<file path="src/rtl/avalon_lsu_host_if.sv">
// Avalon-MM read/write port shared by the load/store host and its agents.
interface AvalonMmRw;
   logic [31:0] address;
   logic [3:0]  byteenable;
   logic        read;
   logic        write;
   logic [31:0] host_to_agent;
   logic [31:0] agent_to_host;
   logic        waitrequest;
   logic        readdatavalid;

   modport Host (
      output address, byteenable, read, write, host_to_agent,
      input  agent_to_host, waitrequest, readdatavalid
   );

   modport Agent (
      input  address, byteenable, read, write, host_to_agent,
      output agent_to_host, waitrequest, readdatavalid
   );
endinterface

</file>
<file path="src/rtl/avalon_lsu_host.sv">
// Avalon-MM load/store host: one core request at a time becomes one bus
// transaction; store data is lane-shifted, load data is lane-selected and
// sign/zero-extended. Misaligned or illegal-size requests never reach the bus.
module avalon_lsu_host #(
   parameter int unsigned TIMEOUT = 16
) (
   input  logic        clk,
   input  logic        reset_n,
   input  logic        req_valid,
   output logic        req_ready,
   input  logic        req_write,
   input  logic [31:0] req_addr,
   input  logic [1:0]  req_size,
   input  logic        req_unsigned,
   input  logic [31:0] req_wdata,
   output logic        rsp_valid,
   output logic [31:0] rsp_rdata,
   output logic        rsp_error,
   AvalonMmRw.Host     bus
);

   // The counter holds completed WAIT cycles; the timeout fires on the edge
   // that completes the TIMEOUT-th one, i.e. when it equals TIMEOUT-1.
   localparam int unsigned CW = (TIMEOUT < 2) ? 1 : $clog2(TIMEOUT);
   localparam logic [CW-1:0] TMO_LAST = CW'((TIMEOUT == 0) ? 0 : TIMEOUT - 1);

   typedef enum logic [1:0] {IDLE, CMD, WAIT} state_t;

   state_t      state, state_next;

   // Latched request attributes needed after the bus command is issued.
   logic        is_write_q;
   logic [1:0]  size_q;
   logic        unsigned_q;
   logic [1:0]  lane_q;

   // Registered bus command fields.
   logic [31:0] cmd_address;
   logic [3:0]  cmd_byteenable;
   logic        cmd_read;
   logic        cmd_write;
   logic [31:0] cmd_wdata;

   logic [CW-1:0] tmo_cnt;

   logic        illegal;
   logic [3:0]  size_mask;
   logic        accept_ok, accept_err, cmd_done, load_done, load_timeout;
   logic [7:0]  byte_lane;
   logic [15:0] half_lane;
   logic [31:0] load_data;

   assign req_ready          = (state == IDLE);
   assign bus.address        = cmd_address;
   assign bus.byteenable     = cmd_byteenable;
   assign bus.read           = cmd_read;
   assign bus.write          = cmd_write;
   assign bus.host_to_agent  = cmd_wdata;

   // Request legality and byte-lane mask for the incoming request.
   always_comb begin
      // NOTE: every combinational output gets a default first so no path
      // leaves it unassigned and a latch is never inferred.
      size_mask = 4'b1111;
      illegal   = 1'b0;
      case (req_size)
         2'd0: size_mask = 4'b0001;
         2'd1: begin
            size_mask = 4'b0011;
            illegal   = req_addr[0];
         end
         2'd2: illegal = (req_addr[1:0] != 2'b00);
         default: illegal = 1'b1;
      endcase
   end

   // State register.
   always_ff @(posedge clk) begin
      // NOTE: sequential state uses non-blocking assignments so every
      // register samples pre-edge values regardless of statement order.
      if (!reset_n) state <= IDLE;
      else          state <= state_next;
   end

   // Next-state logic and single-cycle control strobes.
   always_comb begin
      state_next   = state;
      accept_ok    = 1'b0;
      accept_err   = 1'b0;
      cmd_done     = 1'b0;
      load_done    = 1'b0;
      load_timeout = 1'b0;
      case (state)
         IDLE: begin
            if (req_valid) begin
               if (illegal) begin
                  accept_err = 1'b1;
               end else begin
                  accept_ok  = 1'b1;
                  state_next = CMD;
               end
            end
         end
         CMD: begin
            if (!bus.waitrequest) begin
               cmd_done   = 1'b1;
               state_next = is_write_q ? IDLE : WAIT;
            end
         end
         WAIT: begin
            if (bus.readdatavalid) begin
               load_done  = 1'b1;
               state_next = IDLE;
            end else if ((TIMEOUT != 0) && (tmo_cnt == TMO_LAST)) begin
               load_timeout = 1'b1;
               state_next   = IDLE;
            end
         end
         default: state_next = IDLE;
      endcase
   end

   // Lane selection and extension of returned load data.
   always_comb begin
      byte_lane = bus.agent_to_host[7:0];
      case (lane_q)
         2'd1:    byte_lane = bus.agent_to_host[15:8];
         2'd2:    byte_lane = bus.agent_to_host[23:16];
         2'd3:    byte_lane = bus.agent_to_host[31:24];
         default: byte_lane = bus.agent_to_host[7:0];
      endcase
      half_lane = lane_q[1] ? bus.agent_to_host[31:16] : bus.agent_to_host[15:0];
      case (size_q)
         2'd0:    load_data = {{24{~unsigned_q & byte_lane[7]}}, byte_lane};
         2'd1:    load_data = {{16{~unsigned_q & half_lane[15]}}, half_lane};
         default: load_data = bus.agent_to_host;
      endcase
   end

   // Request capture, bus command registers, timeout counter and response.
   always_ff @(posedge clk) begin
      if (!reset_n) begin
         is_write_q     <= 1'b0;
         size_q         <= 2'd0;
         unsigned_q     <= 1'b0;
         lane_q         <= 2'd0;
         cmd_address    <= 32'h0;
         cmd_byteenable <= 4'h0;
         cmd_read       <= 1'b0;
         cmd_write      <= 1'b0;
         cmd_wdata      <= 32'h0;
         tmo_cnt        <= '0;
         rsp_valid      <= 1'b0;
         rsp_error      <= 1'b0;
         rsp_rdata      <= 32'h0;
      end else begin
         rsp_valid <= 1'b0;

         if (accept_ok) begin
            is_write_q     <= req_write;
            size_q         <= req_size;
            unsigned_q     <= req_unsigned;
            lane_q         <= req_addr[1:0];
            cmd_address    <= {req_addr[31:2], 2'b00};
            cmd_byteenable <= size_mask << req_addr[1:0];
            cmd_wdata      <= req_wdata << {req_addr[1:0], 3'b000};
            cmd_read       <= ~req_write;
            cmd_write      <= req_write;
         end

         if (accept_err) begin
            rsp_valid <= 1'b1;
            rsp_error <= 1'b1;
            rsp_rdata <= 32'h0;
         end

         if (cmd_done) begin
            cmd_read  <= 1'b0;
            cmd_write <= 1'b0;
            tmo_cnt   <= '0;
            if (is_write_q) begin
               rsp_valid <= 1'b1;
               rsp_error <= 1'b0;
               rsp_rdata <= 32'h0;
            end
         end

         if ((state == WAIT) && !load_done && !load_timeout)
            tmo_cnt <= tmo_cnt + CW'(1);

         if (load_done) begin
            rsp_valid <= 1'b1;
            rsp_error <= 1'b0;
            rsp_rdata <= load_data;
         end

         if (load_timeout) begin
            rsp_valid <= 1'b1;
            rsp_error <= 1'b1;
            rsp_rdata <= 32'h0;
         end
      end
   end

endmodule

</file>
<file path="src/flat_wrapper.sv">
// flat-port wrapper written by rule: the top's interface ports become plain ports
module avalon_lsu_host_flat 
#(
   parameter int unsigned TIMEOUT = 16
)
  (clk, reset_n, req_valid, req_ready, req_write, req_addr, req_size, req_unsigned, req_wdata, rsp_valid, rsp_rdata, rsp_error, bus_address, bus_byteenable, bus_read, bus_write, bus_host_to_agent, bus_agent_to_host, bus_waitrequest, bus_readdatavalid);
  AvalonMmRw bus_i ();
  input  logic clk;
  input  logic reset_n;
  input  logic req_valid;
  output logic req_ready;
  input  logic req_write;
  input  logic [31:0] req_addr;
  input  logic [1:0] req_size;
  input  logic req_unsigned;
  input  logic [31:0] req_wdata;
  output logic rsp_valid;
  output logic [31:0] rsp_rdata;
  output logic rsp_error;
  output wire logic [$bits(bus_i.address)-1:0] bus_address;
  output wire logic [$bits(bus_i.byteenable)-1:0] bus_byteenable;
  output wire logic [$bits(bus_i.read)-1:0] bus_read;
  output wire logic [$bits(bus_i.write)-1:0] bus_write;
  output wire logic [$bits(bus_i.host_to_agent)-1:0] bus_host_to_agent;
  input wire logic [$bits(bus_i.agent_to_host)-1:0] bus_agent_to_host;
  input wire logic [$bits(bus_i.waitrequest)-1:0] bus_waitrequest;
  input wire logic [$bits(bus_i.readdatavalid)-1:0] bus_readdatavalid;
  assign bus_address = bus_i.address;
  assign bus_byteenable = bus_i.byteenable;
  assign bus_read = bus_i.read;
  assign bus_write = bus_i.write;
  assign bus_host_to_agent = bus_i.host_to_agent;
  assign bus_i.agent_to_host = bus_agent_to_host;
  assign bus_i.waitrequest = bus_waitrequest;
  assign bus_i.readdatavalid = bus_readdatavalid;
  avalon_lsu_host #(.TIMEOUT(TIMEOUT)) u_core (.clk(clk), .reset_n(reset_n), .req_valid(req_valid), .req_ready(req_ready), .req_write(req_write), .req_addr(req_addr), .req_size(req_size), .req_unsigned(req_unsigned), .req_wdata(req_wdata), .rsp_valid(rsp_valid), .rsp_rdata(rsp_rdata), .rsp_error(rsp_error), .bus(bus_i));
endmodule
</file>
<file path="config.mk">
export PLATFORM = sky130hd
export DESIGN_NAME = avalon_lsu_host_flat
export DESIGN_NICKNAME = d
export VERILOG_FILES = /design/src/rtl/avalon_lsu_host_if.sv /design/src/rtl/avalon_lsu_host.sv /design/src/flat_wrapper.sv
export SDC_FILE = /design/constraint.sdc
export NUM_CORES = 1
export LEC_CHECK = 0
export BUFFER_PORTS_ARGS = -buffer_cell sky130_fd_sc_hd__buf_2
export CAP_MARGIN = 25
export CELL_PAD_IN_SITES_DETAIL_PLACEMENT = 0
export CELL_PAD_IN_SITES_GLOBAL_PLACEMENT = 1
export CORE_MARGIN = 3
export CORE_UTILIZATION = 36
export DETAILED_ROUTE_END_ITERATION = 8
export PLACE_DENSITY_LB_ADDON = 0.1
export SLEW_MARGIN = 30
export SYNTH_ARGS = -nofsm -noshare
export SYNTH_HDL_FRONTEND = slang
export SYNTH_SLANG_ARGS = --single-unit
</file>
<file path="constraint.sdc">
create_clock -name clk -period 5.2 [get_ports clk]
set_clock_uncertainty 0.2 [all_clocks]
set_input_delay 1.56 -clock clk [delete_from_list [all_inputs] [get_ports clk]]
set_output_delay 1.56 -clock clk [all_outputs]
set_load 0.05 [all_outputs]
</file>
==> Word level (Yosys, flattened, before mapping) <==
Cells that the tools add are included.
{ "classes": {"n_addsub": 1, "reduce_logical": 12, "n_eq_ne": 13, "mux": 41, "shift": 2, "bitwise": 5} }
{ "op_table": {"columns": ["operator", "count"], "rows": [
  ["32-bit 2-to-1 mux", 4],
  ["32-bit one-hot mux with 2 select lines", 1],
  ["32-bit by 5-bit left shift with 32-bit output", 1],
  ["8-bit one-hot mux with 3 select lines", 1],
  ["1-bit 2-to-1 mux", 23],
  ["16-bit 2-to-1 mux", 1],
  ["2-bit 2-to-1 mux", 6],
  ["2-bit by 1-bit equality test with 1-bit output, second input constant", 4],
  ["2-bit equality test, second input constant", 4],
  ["4-bit 2-to-1 mux", 2],
  ["4-bit one-hot mux with 2 select lines", 1],
  ["2-bit logical NOT", 3],
  ["2-bit inequality test, second input constant", 3],
  ["2-bit one-hot mux with 3 select lines", 1],
  ["4-bit by 1-bit adder with 4-bit output, second input constant", 1],
  ["4-bit equality test, second input constant", 1],
  ["4-bit AND reduction", 1],
  ["2-bit nonzero test", 2],
  ["2-bit OR reduction", 2],
  ["4-bit by 2-bit left shift with 4-bit output", 1],
  ["3-bit by 2-bit inequality test with 1-bit output, second input constant", 1],
  ["1-bit inverter", 3],
  ["1-bit one-hot mux with 3 select lines", 1],
  ["1-bit AND", 2],
  ["2 further kinds", 4]
]} }
{ "totals": {"output_inout_bits": 105, "wordCells": 88, "in_bits": 105, "ff_bits": 114} }

==> Depth between registers and ports, before layout <==
Gate-level depths: netlist of the first run.
{ "logic_depth": {"word_depth": 10, "depth_mapped": 8, "ltp_nobuf": 6} }

==> Worst setup path before layout of the first run <==
OpenSTA, ideal clock, no wires.
{ "synth_timing": {"path_kind": "input to register", "from": "input port req_valid", "to": "register u_core.rsp_rdata[7]", "arrival_time_ns": 2.832, "setup_time_ns": 0.117, "path_buffers": 3, "setup_slack_ns": 2.052, "required_time_ns": 4.883, "stages": 8, "path_cell_list": "or3b_4 > nor3_2 > nor2b_1 > buf_6 > nor2b_4 > buf_6 > buf_6 > a22o_1"} }
{ "synth_between": {"elab_chain_len": 6} }
{ "synth_lines": {"columns": ["element", "line", "rtl"], "rows": [
  ["from (decl)", "flat_wrapper.sv:10", "input logic req_valid;"],
  ["1-bit 2-to-1 mux (*)", "avalon_lsu_host.sv:95", "if (req_valid) begin"],
  ["1-bit 2-to-1 mux (*)", "avalon_lsu_host.sv:93", "case (state)"],
  ["32-bit 2-to-1 mux (*)", "avalon_lsu_host.sv:171", "if (accept_err) begin"],
  ["32-bit 2-to-1 mux", "avalon_lsu_host.sv:181", "if (is_write_q) begin"],
  ["32-bit 2-to-1 mux (*)", "avalon_lsu_host.sv:177", "if (cmd_done) begin"],
  ["32-bit 2-to-1 mux (*)", "avalon_lsu_host.sv:191", "if (load_done) begin"],
  ["to (signal assigned)", "avalon_lsu_host.sv:194", "rsp_rdata <= load_data;"],
  ["to (decl)", "avalon_lsu_host.sv:17", "output logic [31:0] rsp_rdata,"]
]} }
Mark *: on every way between the ends. The rest lies on a longest branch, timed or not.
A chain may end at the register's enable or synchronous reset.

==> Final worst setup path of the first run <==
{ "layout_timing": {"from": "input port req_addr[0]", "to": "register u_core.cmd_address[16], in the netlist u_core.bus.address[16]"} }
{ "layout_between": {"elab_chain_len": 5} }
{ "layout_lines": {"columns": ["element", "line", "rtl"], "rows": [
  ["from (decl)", "flat_wrapper.sv:13", "input logic [31:0] req_addr;"],
  ["2-bit nonzero test", "avalon_lsu_host.sv:72", "2'd2: illegal = (req_addr[1:0] != 2'b00);"],
  ["1-bit one-hot mux with 3 select lines (*)", "avalon_lsu_host.sv:66", "case (req_size)"],
  ["1-bit 2-to-1 mux (*)", "avalon_lsu_host.sv:96", "if (illegal) begin"],
  ["1-bit 2-to-1 mux (*)", "avalon_lsu_host.sv:95", null],
  ["1-bit 2-to-1 mux (*)", "avalon_lsu_host.sv:93", null],
  ["to (signal assigned)", "avalon_lsu_host.sv:164", "cmd_address <= {req_addr[31:2], 2'b00};"],
  ["to (decl)", "avalon_lsu_host.sv:38", "logic [31:0] cmd_address;"]
]} }
Marked as above.

==> results of run 1 <==
how the worst max path moves through the flow:
stage          depth (start not counted)  slack (ns)         from                                  end
6_report                               7        1.70  req_addr[0]  u_core.bus.address[16]$_SDFFE_PN0P_
5_1_grt                                7        1.51  req_addr[0]   u_core.bus.address[4]$_SDFFE_PN0P_
4_1_cts                                7        1.68  req_addr[0]  u_core.bus.address[22]$_SDFFE_PN0P_
3_5_place_dp                           7        1.26  req_addr[0]  u_core.bus.address[22]$_SDFFE_PN0P_
3_3_place_gp                           7        1.37  req_addr[0]   u_core.bus.address[5]$_SDFFE_PN0P_
2_1_floorplan                          8        2.05    req_valid       u_core.rsp_rdata[7]$_SDFF_PP0_
sequential cells by signal, summed over array words and instances, names as in the netlist:
register / count
u_core.rsp_valid: 1
u_core.bus.host_to_agent: 32
u_core.rsp_error: 1
u_core.lane_q: 2
u_core.bus.address: 30
u_core.unsigned_q: 1
u_core.bus.read: 1
u_core.is_write_q: 1
u_core.rsp_rdata: 32
u_core.bus.byteenable: 4
u_core.size_q: 2
u_core.tmo_cnt: 4
u_core.bus.write: 1
u_core.state: 2
stage by stage:
stage | total power (uW) | setup WS, ns | std cells | util, %
floorplan | 1220 | 2.05 | 647 | -
global placement | 1340 | 1.37 | 984 | 45.7
detailed placement | 1340 | 1.26 | 984 | 45.7
CTS | 2540 | 1.68 | 1016 | 50.1
global route | 2610 | 1.51 | 1016 | 50.1
finish | 2520 | 1.70 | 1016 | 50.1
power by group through the flow:
stage / Combinational, uW / Sequential [uW] / Clock (uW)
after global placement: 388 / 950 / 0
after floorplan: 175 / 1050 / 0
final: 391 / 933 / 1190
after CTS: 393 / 933 / 1220
after global routing: 426 / 937 / 1250
after detailed placement: 392 / 951 / 0
layout by cell type (no fill, tap or decap), types with 17 or more instances in the layout:
cell,Yosys,layout
nand2_1,123,123
mux2i_1,27,27
a211oi_1,32,32
nor2_1,77,76
buf_2,8,207
nand3_1,18,18
a22o_1,19,19
clkbuf_16,0,17
a21oi_1,83,83
nor3_1,20,20
o21ai_0,18,18
dfxtp_1,114,114
Yosys cell counts:
cell,instances,area [sq um]
nand2_1,123,462
dfxtp_1,114,2280
a21oi_1,83,415
nor2_1,77,289
clkbuf_1,36,135
a211oi_1,32,240
mux2i_1,27,270
nor3_1,20,100
a22o_1,19,166
nand3_1,18,90.1
o21ai_0,18,90.1
nor2b_1,13,81.3
buf_2,8,40.0
a221oi_1,7,61.3
o22ai_1,7,43.8
o2bb2ai_1,6,52.6
buf_1,4,15.0
buf_6,4,45.0
inv_1,4,15.0
nand3b_1,3,22.5
buf_4,2,15.0
clkinv_1,2,7.51
mux2_2,2,22.5
or3b_2,2,17.5
and2_1,1,6.26
conb_1,1,3.75
ha_1,1,12.5
nand2b_1,1,6.26
nor2_2,1,6.26
nor2b_4,1,13.8
nor3_2,1,10.0
nor3b_1,1,7.51
o21a_1,1,7.51
o21bai_1,1,7.51
o311a_1,1,10.0
or2_2,1,6.26
or3_1,1,6.26
or3b_4,1,11.3
or4_1,1,7.51
per-layer routing:
layer  vias up  global-route usage [%]  wire (microns)
met1      2394                    26.4            7460
met3        13                    8.53            1390
met2       184                    31.2            7410
met5         -                       0               0
li1       2608                       -               -
met4         0                    5.29             180
kinds of logic after synthesis:
family	synth area share (%)
buffers and inverters	5.35
other	0.0735
and+or+nand+nor	22.4
adders and majority gates	0.245
muxes	5.74
AOI/OAI and AO/OA	21.5
DFF	44.7
worst max-delay path, delay by kind of cell:
kind / cells / cell delay [ns]
and+or+nand+nor: 4 / 1.44
buffers and inverters: 2 / 0.51
AOI/OAI and AO/OA: 1 / 0.12
layout make-up:
type                    count  area, sq um
inverters                   6         22.5
repair buffers            215         1100
flip-flops and latches    114         2280
fillers                  1356         6760
clock buffers              22          474
well taps                 176          220
multi-input cells         473         2570
clock inverters            10          131
==> reports/qor.yml, run 1 <==
holdBufCountCts: 0
viasPerCell: 5.12
wl_per_cell_microns: 16.2
leakage_uw: 0.00308
setup_violations: 0
critPathLaunchType: "input pin"
drtPass1Iterations: 7
postCtsSetupRepairBufs: 0
worstSetupPathType: "in -> reg"
dieHeight_microns: 125
syn_avg_cell_area_sq_um: 7.90
syn_to_final_growth_pct: 33.2
worst_hold_slack_ns: 0.251
grt_max_degree: 79
tightest_slew_ns: 0.854
yosysWarnings: 0
yosysUniqueCellTypes: 39
period_minus_slack_ns: 3.50
status: "completed"
placement.io_buffers: 207
route.detailed.drc: 0
p_per_area_mw_per_mm2: 371
cts_tree: "built"
routed_wl_mm: 16.4
slew_headroom_pct: 43.1
grt_pass1_wl_mm: 25.8
core_sq_mm: 0.0136
cts_sinks: 114
antenna_found_initial: 0
synth-seq-cells: 114
clk_latency_ns: 0.41
stdcell_area_sq_mm: 0.00680
num_vias: 5199
overflow: 0
path_clk_slew_ns: 0.05
crit_required_ns: 5.34
numCtsBuffers: 17
yosysSeqAreaShare_pct: 44.7
p_clk_share_pct: 47.4
fmax_mhz: 285
combPwrFrac_pct: 15.5
cpMaxStageDelayCell: "nor2_4"
cts_resized: 0
crit_arrival_ns: 3.64
min_to: "u_core.bus.address[12]$_SDFFE_PN0P_"
reg2reg_slack_ns: 2.73
cts_root_buf: "clkbuf_16"
irDropWorstVdd_uv: 244
ff2ff_path_depth: 5
path_max_fanout: 35
power_switching_uw: 707
tns_ns: 0
die-area_sq_mm: 0.0156
crit_chain: "buf_2 -> nor3_1 -> nor2_1 -> nor2_4 -> buf_4 -> nand2_1 -> a21oi_1"
min_path_type: "reg -> reg"
seqPwrFrac_pct: 37.1
reg2reg_from: "u_core.lane_q[1]$_SDFFE_PN0P_"
finalCritPeriodShare_pct: 67.4
ant_nets: 0
rsz0062_at_grt: "false"
gp_congestion: 0.832
fin_nets: 933
ios: 210
cap_viol_max_count: 0
min_from: "u_core.bus.address[12]$_SDFFE_PN0P_"
netlist_area_sq_mm: 0.00510
htree_levels: 4
dp_hpwl_mm: 11.6
grt_use_total_pct: 20.3
netlist_instances: 646
fp-row-count: 42
cp-end-kind: "flip-flop"
drt_iter0_drc: 357
cp_slowest_stage_delay_ns: 0.69
drive_gt1_share_pct: 30.6
hold_viol: 0
fp.dieW_microns: 125
holdPathStages: 2
internal-power_uw: 1810
grt_pass1_vias: 4993
switching_share_pct: 28.1
clockBufferDepth: 2
post_dp_cell_area_sq_mm: 0.00619
drv_slew: 0
timing.rr.end: "u_core.rsp_rdata[22]$_SDFF_PP0_"
diodes: 0
start_util_pct: 37.6
Note: power is estimated with default switching activity, not from simulation.
==> run 2: changes to the inputs <==
--- a/config.mk
+++ b/config.mk
@@ -5,12 +5,13 @@
 export SDC_FILE = /design/constraint.sdc
 export NUM_CORES = 1
 export LEC_CHECK = 0
+export ABC_AREA = 1
 export BUFFER_PORTS_ARGS = -buffer_cell sky130_fd_sc_hd__buf_2
 export CAP_MARGIN = 25
 export CELL_PAD_IN_SITES_DETAIL_PLACEMENT = 0
 export CELL_PAD_IN_SITES_GLOBAL_PLACEMENT = 1
 export CORE_MARGIN = 3
-export CORE_UTILIZATION = 36
+export CORE_UTILIZATION = 30
 export DETAILED_ROUTE_END_ITERATION = 8
 export PLACE_DENSITY_LB_ADDON = 0.1
 export SLEW_MARGIN = 30
==> constraint.sdc (replaced) <==
create_clock -name clk -period 2.8 [get_ports clk]
set_clock_uncertainty 0.2 [all_clocks]
set_input_delay 0.84 -clock clk [delete_from_list [all_inputs] [get_ports clk]]
set_output_delay 0.84 -clock clk [all_outputs]
set_load 0.05 [all_outputs]
==> run 2 against run 1 <==
Utilization fell by 8.0 points. Die area rose by 23%. Synthesized area is 3.5% higher. Clock-buffer cell count down 2. Worst setup slack got worse by 1.2 ns. Wire length is 14% higher. Critical path type is now reg -> out. Largest cell class unchanged.
==> reports/qor.yml, run 2 <==
core_sq_mm: 0.0169  # was 0.0136 sq mm
diodes: 0  # unchanged
grt_pass1_vias: 5590  # was 4993
fp-row-count: 47  # was 42
route.detailed.drc: 0  # unchanged
finalCritPeriodShare_pct: 82.3
synth_ff_type: "dfxtp_1"  # unchanged
leakage_uw: 0.00329  # was 0.00308 uW
start_util_pct: 31.3  # was 37.6%
status: "completed"  # unchanged
path_delay_family: "buffers and inverters"  # was simple AND/OR/NAND/NOR gates
dpl_worst_slack_ns: 0.410  # was 1.26 ns
overflow: 0  # unchanged
gp_congestion: 0.811  # was 0.832
cts_tree: "built"  # unchanged
wl_per_cell_microns: 15.7  # was 16.2 microns
holdBufCountCts: 0  # unchanged
p_per_area_mw_per_mm2: 689  # was 371 mW/mm^2
layout_commonest_cell: "nand2_1"  # was buf_2
syn_to_final_growth_pct: 34.6  # was 33.2%
routed_wl_mm: 18.7  # was 16.4 mm
crit_chain: "inv_2 -> nand2_1 -> inv_1 -> buf_2"  # was buf_2 -> nor3_1 -> nor2_1 -> nor2_4 -> buf_4 -> nand2_1 -> a21oi_1
cp-end-kind: "output port"  # was flip-flop
fin_nets: 1065  # was 933
crit_arrival_ns: 1.26  # was 3.64 ns
htree_levels: 4  # unchanged
drv_slew: 0  # unchanged
cp_slowest_stage_delay_ns: 0.35  # was 0.69 ns
worstPathBufferInverterCount: 3  # was 2
num-fill-cells: 1843  # was 1356
num_vias: 5697  # was 5199
die-area_sq_mm: 0.0192  # was 0.0156 sq mm
period_minus_slack_ns: 2.30
worstSetupPathType: "reg -> out"  # was in -> reg
cpMaxStageDelayCell: "dfxtp_1"  # was nor2_4
p_total_uw: 4890  # was 2520 uW
antenna_found_initial: 1  # was 0
cap_viol_max_count: 0  # unchanged
dp_hpwl_mm: 13.4  # was 11.6 mm
ff_latch_area_sq_mm: 0.00228  # unchanged
multi_input_area_sq_mm: 0.00261  # was 0.00257 sq mm
viasPerCell: 4.78  # was 5.12
yosysTopAreaCellShare_pct: 43.2  # was 44.7%
min_path_type: "reg -> reg"  # unchanged
layout_setup_ws_ns: 0.495  # was 1.70 ns
grt_max_degree: 41  # was 79
drive_gt1_share_pct: 28.2  # was 30.6%
final_util_pct: 42.1  # was 50.1%
fmax_mhz: 434
cts_root_buf: "clkbuf_16"  # unchanged
critPathLaunchType: "flip-flop"  # was input pin
synth.most_common_cell: "nand2_1"  # unchanged
synth-seq-cells: 114  # unchanged
cts_sinks: 114  # unchanged
synth_edf_count: 0  # unchanged
grt_use_total_pct: 19.4  # was 20.3%
drtPass1Iterations: 5  # was 7
drt_iter0_drc: 304  # was 357
ios: 210  # unchanged
irDropWorstVdd_uv: 412  # was 244 uV
path_clk_slew_ns: 0.06  # was 0.05 ns
dieHeight_microns: 139  # was 125 microns
grt_pass1_wl_mm: 30.3  # was 25.8 mm
tightest_slew_ns: 0.561  # was 0.854 ns
synth_area_leader_cell: "dfxtp_1"  # unchanged
postCtsSetupRepairBufs: 0  # unchanged
rsz0062_at_grt: "false"  # unchanged
ant_nets: 0  # unchanged
syn_avg_cell_area_sq_um: 6.85  # was 7.90 sq um
fp.dieW_microns: 139  # was 125 microns
layout_common_cells: "nand2_1 (235), buf_2 (207), dfxtp_1 (114), a21oi_1 (100), nand3_1 (86)"  # was buf_2 (207), nand2_1 (123), dfxtp_1 (114), a21oi_1 (83), nor2_1 (76)
yosysSeqAreaShare_pct: 43.2  # was 44.7%
synth_area_leaders: "dfxtp_1 (43%), nand2_1 (17%), a21oi_1 (9.5%), nand3_1 (8.2%), o21ai_0 (4.6%)"  # was dfxtp_1 (45%), nand2_1 (9.0%), a21oi_1 (8.1%), nor2_1 (5.7%), mux2i_1 (5.3%)
setup_violations: 0  # unchanged
placement.io_buffers: 207  # unchanged
tns_ns: 0  # unchanged
slew_headroom_pct: 62.5  # was 43.1%
synthTopCellsByCount: "nand2_1 (235), dfxtp_1 (114), a21oi_1 (100), nand3_1 (86), nor2_1 (51)"  # was nand2_1 (123), dfxtp_1 (114), a21oi_1 (83), nor2_1 (77), clkbuf_1 (36)
clockBufferDepth: 2  # unchanged
hold_viol: 0  # unchanged
netlist_area_sq_mm: 0.00528  # was 0.00510 sq mm
worst_hold_slack_ns: 0.261  # was 0.251 ns
yosysWarnings: 0  # unchanged
netlist_instances: 771  # was 646
async_flop_share_pct: 0  # unchanged
crit_required_ns: 1.76  # was 5.34 ns
cts_resized: 0  # unchanged
numCtsBuffers: 17  # unchanged
path_max_fanout: 3  # was 35
yosysUniqueCellTypes: 34  # was 39
clk_latency_ns: 0.41  # about the same
## run 2: changes by cell type in the layout (fill, tap and decap cells not counted), moves of 14 or more
cell | before | now
mux2i_1 | 27 | 0
o21ai_0 | 18 | 49
nand2_1 | 123 | 235
a22oi_1 | 0 | 14
inv_1 | 4 | 24
nand3_1 | 18 | 86
a22o_1 | 19 | 0
a211oi_1 | 32 | 1
a21oi_1 | 83 | 100
nor2_1 | 76 | 51
## run 2: final timing paths
check        slack [ns]                         endpoint                            from  depth (start not counted)
max                0.50                        req_ready    u_core.state[0]$_SDFFE_PN0P_                          4
max reg2reg        0.75  u_core.rsp_rdata[17]$_SDFF_PP0_   u_core.lane_q[1]$_SDFFE_PN0P_                          7
min reg2reg        0.26   u_core.tmo_cnt[3]$_SDFFE_PN0P_  u_core.tmo_cnt[3]$_SDFFE_PN0P_                          2
min                0.26   u_core.tmo_cnt[3]$_SDFFE_PN0P_  u_core.tmo_cnt[3]$_SDFFE_PN0P_                          2
## run 2: per-stage QoR
stage                     cell area (sq um)  std cells
after floorplan                        5280        772
after global placement                 6470       1160
after detailed placement               6470       1160
after CTS                              7110       1191
after global routing                   7110       1191
final                                  7110       1191
## run 2: report_power, final
part | switching [uW] | total (uW) | internal [uW]
clock | 800 | 2360 | 1560
combinational | 580 | 808 | 229
sequential | 37.0 | 1720 | 1690
total | 1420 | 4890 | 3480
## run 2: cell type report
type,instances,share of cell area [%]
Timing Repair Buffer,224,16.5
Clock inverter,11,2.46
Sequential cell,114,32.1
Multi-Input combinational cell,570,36.8
Clock buffer,20,6.56
Tap cell,220,3.87
Inverter,32,1.69
## run 2: per-layer routing
layer | vias up | wire length (microns) | share of wire [%] | GRT usage (%)
met4 | 2 | 166 | 0.89 | 4.02
met3 | 18 | 1350 | 7.2 | 6.62
li1 | 2926 | - | - | -
met1 | 2566 | 8580 | 46 | 25.5
met2 | 185 | 8590 | 46 | 31.1
met5 | - | 13 | 0.070 | 0
## run 2: worst register-to-register path, cell delays in order, from the launching register on
cell and delay, ns:
dfxtp_1 0.47, buf_4 0.24, nand3_1 0.09, nand3_1 0.14, nand3_2 0.40, nand3_1 0.25
nand2_1 0.08, a21oi_1 0.13
## run 2: cells by family after synthesis
| family | synth area share, % |
|---|---|
| and+or+nand+nor | 30.9 |
| other | 0.0710 |
| AOI/OAI and AO/OA | 18.1 |
| adders and majority gates | 0.237 |
| buffers and inverters | 7.46 |
| DFF | 43.2 |
